File: src/rtl/pattern_pkg.sv
// pattern_pkg: shared definitions for the pattern-identification datapath.
//   - Geometry: WORDS, WIDTH, PAT_W, MAX_OFFSET (largest legal pattern LSB).
//   - Initial memory contents, also used by the identifier.
//   - Writer FSM state encoding.
//   - embed_pattern(): replaces PAT_W bits of a word at a given offset.
package pattern_pkg;

  localparam int WORDS      = 4;
  localparam int WIDTH      = 8;
  localparam int PAT_W      = 4;
  localparam int MAX_OFFSET = WIDTH - PAT_W;
  localparam int ADDR_W     = $clog2(WORDS);
  localparam int OFF_W      = 3;

  // PAT_W ones in the low bits of a word; shifted to form the field mask.
  localparam logic [WIDTH-1:0] PAT_MASK = WIDTH'((1 << PAT_W) - 1);

  localparam logic [WIDTH-1:0] INIT_WORD0 = 8'b1011_0011;
  localparam logic [WIDTH-1:0] INIT_WORD1 = 8'b0101_0101;
  localparam logic [WIDTH-1:0] INIT_WORD2 = 8'b1101_1011;
  localparam logic [WIDTH-1:0] INIT_WORD3 = 8'b1101_0001;

  typedef enum logic [2:0] {
    IDLE,
    READ,
    MODIFY,
    WRITE,
    VERIFY,
    DONE
  } state_t;

  function automatic logic [WIDTH-1:0] init_word(input logic [ADDR_W-1:0] addr);
    case (addr)
      2'd0:    return INIT_WORD0;
      2'd1:    return INIT_WORD1;
      2'd2:    return INIT_WORD2;
      default: return INIT_WORD3;
    endcase
  endfunction

  // Clears the PAT_W-bit field at 'off' and drops 'pat' into it; all other
  // bits of 'word' are preserved. Shifts are done at full word width.
  function automatic logic [WIDTH-1:0] embed_pattern(input logic [WIDTH-1:0] word,
                                                     input logic [PAT_W-1:0] pat,
                                                     input logic [OFF_W-1:0] off);
    return (word & ~(PAT_MASK << off)) | ({{(WIDTH-PAT_W){1'b0}}, pat} << off);
  endfunction

endpackage

File: src/rtl/pattern_mem.sv
// pattern_mem: WORDS x WIDTH register file holding the pattern words.
//   clock, reset   : rising-edge clock, async active-low reset
//   we/waddr/wdata : synchronous write port
//   raddr_a/rdata_a: combinational read port (writer FSM)
//   raddr_b/rdata_b: combinational read port (identifier)
// On reset every word reloads its initial constant from pattern_pkg.
module pattern_mem
  import pattern_pkg::*;
(
  input  logic              clock,
  input  logic              reset,
  input  logic              we,
  input  logic [ADDR_W-1:0] waddr,
  input  logic [WIDTH-1:0]  wdata,
  input  logic [ADDR_W-1:0] raddr_a,
  output logic [WIDTH-1:0]  rdata_a,
  input  logic [ADDR_W-1:0] raddr_b,
  output logic [WIDTH-1:0]  rdata_b
);

  logic [WIDTH-1:0] mem [WORDS];

  // NOTE: this array is deliberately reset: the identifier depends on known
  // contents after reset, so it is built from flops, not an inferred RAM.
  // NOTE: sequential state uses non-blocking assignments only.
  always_ff @(posedge clock or negedge reset) begin
    if (!reset) begin
      for (int i = 0; i < WORDS; i++) begin
        mem[i] <= init_word(ADDR_W'(i));
      end
    end else if (we) begin
      mem[waddr] <= wdata;
    end
  end

  // A write lands at the clock edge, so a same-cycle read returns the old word.
  assign rdata_a = mem[raddr_a];
  assign rdata_b = mem[raddr_b];

endmodule

File: src/rtl/pattern_writer.sv
// pattern_writer: read-modify-write engine that embeds a 4-bit pattern into
// the pattern memory at a bit offset, and owns that memory.
//   clock, reset : rising-edge clock, async active-low reset
//   start        : request, level-sampled in IDLE only
//   pattern      : pattern to embed
//   offset       : LSB position of the pattern (legal 0..MAX_OFFSET)
//   wr_addr      : target word
//   busy         : high from READ through DONE
//   done         : one-cycle completion pulse
//   err_offset   : one-cycle pulse when a start is rejected (offset too big)
//   write_count  : completed writes, BCD 0..9 wrapping
//   verify_err   : sticky readback mismatch
//   rd_addr/rd_data : combinational identifier read port
// Build option: define PW_VERIFY_EN to insert a VERIFY state after WRITE that
// reads the word back and sets verify_err on mismatch; otherwise verify_err
// is tied to 0 and WRITE goes straight to DONE.
module pattern_writer
  import pattern_pkg::*;
(
  input  logic        clock,
  input  logic        reset,
  input  logic        start,
  input  logic [3:0]  pattern,
  input  logic [2:0]  offset,
  input  logic [1:0]  wr_addr,
  output logic        busy,
  output logic        done,
  output logic        err_offset,
  output logic [3:0]  write_count,
  output logic        verify_err,
  input  logic [1:0]  rd_addr,
  output logic [7:0]  rd_data
);

  state_t            state, next_state;
  logic [PAT_W-1:0]  pat_q;
  logic [OFF_W-1:0]  off_q;
  logic [ADDR_W-1:0] addr_q;
  logic [WIDTH-1:0]  word_q;
  logic [WIDTH-1:0]  new_q;
  logic [WIDTH-1:0]  mem_word;
  logic              offset_ok;
  logic              accept;
  logic              reject;

  assign offset_ok = (offset <= OFF_W'(MAX_OFFSET));
  assign accept    = (state == IDLE) && start && offset_ok;
  assign reject    = (state == IDLE) && start && !offset_ok;

  pattern_mem u_mem (
    .clock   (clock),
    .reset   (reset),
    .we      (state == WRITE),
    .waddr   (addr_q),
    .wdata   (new_q),
    .raddr_a (addr_q),
    .rdata_a (mem_word),
    .raddr_b (rd_addr),
    .rdata_b (rd_data)
  );

  always_ff @(posedge clock or negedge reset) begin
    if (!reset) state <= IDLE;
    else        state <= next_state;
  end

  // NOTE: next_state is defaulted first so no path through the case leaves
  // it unassigned, which would otherwise infer a latch.
  always_comb begin
    next_state = state;
    case (state)
      IDLE:   if (accept) next_state = READ;
      READ:   next_state = MODIFY;
      MODIFY: next_state = WRITE;
`ifdef PW_VERIFY_EN
      WRITE:  next_state = VERIFY;
      VERIFY: next_state = DONE;
`else
      WRITE:  next_state = DONE;
`endif
      DONE:   next_state = IDLE;
      default: next_state = IDLE;
    endcase
  end

  // Request capture, datapath and registered status outputs. busy/done are
  // derived from next_state so they are aligned with the state register.
  always_ff @(posedge clock or negedge reset) begin
    if (!reset) begin
      pat_q       <= '0;
      off_q       <= '0;
      addr_q      <= '0;
      word_q      <= '0;
      new_q       <= '0;
      busy        <= 1'b0;
      done        <= 1'b0;
      err_offset  <= 1'b0;
      write_count <= '0;
    end else begin
      if (accept) begin
        pat_q  <= pattern;
        off_q  <= offset;
        addr_q <= wr_addr;
      end
      if (state == READ)   word_q <= mem_word;
      if (state == MODIFY) new_q  <= embed_pattern(word_q, pat_q, off_q);
      if (state == WRITE) begin
        write_count <= (write_count == 4'd9) ? 4'd0 : write_count + 4'd1;
      end
      busy       <= (next_state != IDLE);
      done       <= (next_state == DONE);
      err_offset <= reject;
    end
  end

`ifdef PW_VERIFY_EN
  logic readback_bad;

  // Compare only the embedded field of the written-back word.
  assign readback_bad =
    |((mem_word ^ ({{(WIDTH-PAT_W){1'b0}}, pat_q} << off_q)) & (PAT_MASK << off_q));

  always_ff @(posedge clock or negedge reset) begin
    if (!reset)                               verify_err <= 1'b0;
    else if (state == VERIFY && readback_bad) verify_err <= 1'b1;
  end
`else
  assign verify_err = 1'b0;
`endif

endmodule

File: config.mk
export PLATFORM = sky130hd
export DESIGN_NAME = pattern_writer
export DESIGN_NICKNAME = d
export VERILOG_FILES = /design/src/rtl/pattern_pkg.sv /design/src/rtl/pattern_mem.sv /design/src/rtl/pattern_writer.sv
export SDC_FILE = /design/constraint.sdc
export NUM_CORES = 1
export LEC_CHECK = 0
export CORE_UTILIZATION = 61
export DETAILED_ROUTE_END_ITERATION = 7
export PLACE_DENSITY = 0.84
export SETUP_SLACK_MARGIN = 0.2
export SLEW_MARGIN = 15
export SYNTH_ARGS = -nofsm -noshare
export SYNTH_HDL_FRONTEND = slang
export SYNTH_SLANG_ARGS = --single-unit
export TNS_END_PERCENT = 50
File: constraint.sdc
create_clock -name clock -period 2.8 [get_ports clock]
set_input_delay 0.7 -clock clock [delete_from_list [all_inputs] [get_ports clock]]
set_output_delay 0.7 -clock clock [all_outputs]
set_load 0.1 [all_outputs]
==> results by group <==
STA
  – Post-route setup TNS: 0 ns
  – Hold Violations, Final: 0
  – Worst-margin pin slew: 0.9124 ns
  – Skew final: 0.003127 ns
  – F_max: 386.7 MHz
  – RSZ-0062 raised after global routing: no
  – Max-slew headroom: 38.91%
  – Fin crit period: 2.586 ns
  – Final setup violation count: 0
  – Final period utilization: 92.35%
  – Max Slew Vio Count: 0

Route
  – Antenna Violating Nets Remaining: 0
  – DR DRC count: 0
  – Iteration count of the initial detailed-routing pass: 5
  – Drt wl/cell: 19.10 um
  – Via-to-Cell Ratio: 6.039
  – Vias: 2,017
  – Detailed Route Iter0 Violations: 121
  – WL final: 6380 um

Clock network
  – H-tree depth: 3
  – Worst-skew pair later-pin latency: 0.34 ns
  – Clock root cell: clkbuf_8
  – CTS buffer count: 9
  – CTS tree: done
  – Post-cts sizing count: 1
  – Setup bufs post-CTS: 0
  – Clock transition at the registers of the reported paths: 0.07 ns
  – Max clock buf depth: 2
  – CTS Sinks: 67
  – Hold buffers post-CTS: 0

Final layout
  – Share of post-route cells with drive strength above 1: 50.00%
  – N_diodes: 0
  – Nets@finish: 274
  – Final Instance Area: 0.003889 sq mm
  – Fillers: 337
  – Synthesis-to-finish area growth: 18.81%

Synth
  – Top cell type's share of synthesized area: 36.70%
  – #FFs+latches synth: 67
  – EDFF count, synth: 0
  – Syn Std Cell Area: 0.003273 sq mm
  – Seq/Total Area, Yosys: 51.95%
  – Primary FF master, synth: dfrtp_1
  – Synth top cells by count: dfrtp_1, mux2_2, dfstp_2
  – Post-Syn Nets: 241
  – Async SR Flop Fraction: 100.0%
  – Syn Area/Cell: 14.48 sq um
  – Ranking of synthesized cells by area: dfrtp_1, dfstp_2, mux2_2
  – Netlist cell types: 46
  – Yosys top cell by area: dfrtp_1
  – Ys Warns: 0
  – Most frequent cell after synthesis: dfrtp_1
  – Mapped Cells: 226

Global routing
  – Initial antenna violation count: 0
  – Met3 usage: 9.237%
  – Grt met1 use: 35.62%
  – GRT Util Overall: 26.46%
  – First-pass GRT wire length: 10,250 um
  – Vias in the first global route: 1,981
  – M2 GR Usage: 39.94%
  – GRT busiest layer: met2
  – Total gr overflow: 0
  – Pin count of the biggest net entering global routing: 30

Die
  – I/O pin total: 30
  – Die area: 0.005663 sq mm
  – Die Wd: 75.25 um
  – Initial Utilization: 63.68%
  – Core area: 0.005140 sq mm
  – Rows: 26
  – Die Span Y: 75.25 um

Setup path
  – Reg2Reg Setup Slack: 0.82 ns
  – FF-to-FF Start: addr_q[0]
  – Critical path, cell by cell: clkdlybuf4s50_1, buf_12, mux4_2, buf_12
  – Req. time, crit path: 2.10 ns
  – Slowest cell on the critical path: clkdlybuf4s50_1
  – Slowest stage delay, CP: 0.50 ns
  – CP startpoint: rd_addr[1]
  – Worst r2r path cells: 2
  – Most common cell on crit path: buf_12
  – Worst EP arrival: 1.89 ns
  – CP Class: in -> out
  – CP Capture Point: rd_data[0]
  – Reg2reg end: u_mem.mem[30]
  – Critical path startpoint category: input pin
  – Worst Path Max Fanout: 8
  – CP endpoint kind: output pin

Place
  – Port Buffers: 28
  – Placed inst area: 0.003699 sq mm
  – Post-DP HPWL: 4227 um
  – Routability cong.: 0.8292

Worst hold path
  – Hold WC Path Type: in -> async

Job
  – Max_cap viols: 0

Run status
  – Status: complete, no violations
## per-stage QoR
step	util (%)	hold WS, ns	instances	setup slack [ns]
6_report	75.66	0.3754	334	0.2143
5_1_grt	75.66	0.4154	334	0.2068
4_1_cts	75.66	0.3855	334	0.2195
3_5_place_dp	71.96	0.4899	318	-0.01176
3_3_place_gp	71.96	0.4885	318	0.007023
2_1_floorplan	-	0.4044	226	0.3673
## cells by family (layout without fill, tap and decap cells)
family          count (synthesis)  in the layout  synth area share [%]
buf+inv                        18             56                 2.714
xor+xnor                        2              2                0.5353
fa+ha+maj                       1              1                0.3822
mux                            70             70                 30.77
simple gates                   41             41                 8.448
flops                          67             67                 51.95
other cells                     1              1                0.1146
compound gates                 26             26                 5.084
## flip-flops by register name (all words and copies together) (netlist names)
register and count:
u_mem.mem 32, new_q 8, word_q 8, pat_q 4, write_count 4, off_q 3
state 3, addr_q 2, busy 1, done 1, err_offset 1
## how the worst min path moves through the flow
stage / slack, ns / to / depth (start not counted) / start
4_1_cts: 0.39 / write_count[2] / 1 / reset
3_5_place_dp: 0.49 / word_q[4] / 1 / word_q[4]
3_3_place_gp: 0.49 / word_q[4] / 1 / word_q[4]
6_report: 0.38 / write_count[2] / 1 / reset
5_1_grt: 0.42 / write_count[2] / 1 / reset
2_1_floorplan: 0.40 / addr_q[0] / 0 / reset
## cells in the final DEF (no fill, tap or decap), types with 8 or more instances in the layout
cell type	n
mux4_2	17
mux2_4	8
clkdlybuf4s50_1	11
dfrtp_1	48
nor2_1	12
dfstp_2	19
buf_12	10
mux2_2	43
buf_4	10
clkbuf_8	13
## area by class of cell
cell class,count,area (sq um),area share [%]
clock inverter,1,5.005,0.1287
tap,70,87.58,2.252
inverter,7,26.28,0.6757
sequential,67,1700,43.73
multi-input combinational,141,1484,38.16
timing repair buffer,33,399.1,10.26
clock buffer,15,186.4,4.794
## metal layers
layer | vias to the layer above | share of wire (%)
met5 | - | 0
met4 | 0 | 1.6
met3 | 9 | 4.3
met2 | 53 | 49
met1 | 1046 | 45
li1 | 909 | -
## worst max-delay path: cells and delay by family
| family | cells | cell delay, ns |
|---|---|---|
| muxes | 1 | 0.35 |
| buffers and inverters | 3 | 0.83 |
Power is left out: the tool's default activity adds up to more than one toggle a clock period on the data nets, which glitch-free logic cannot reach.
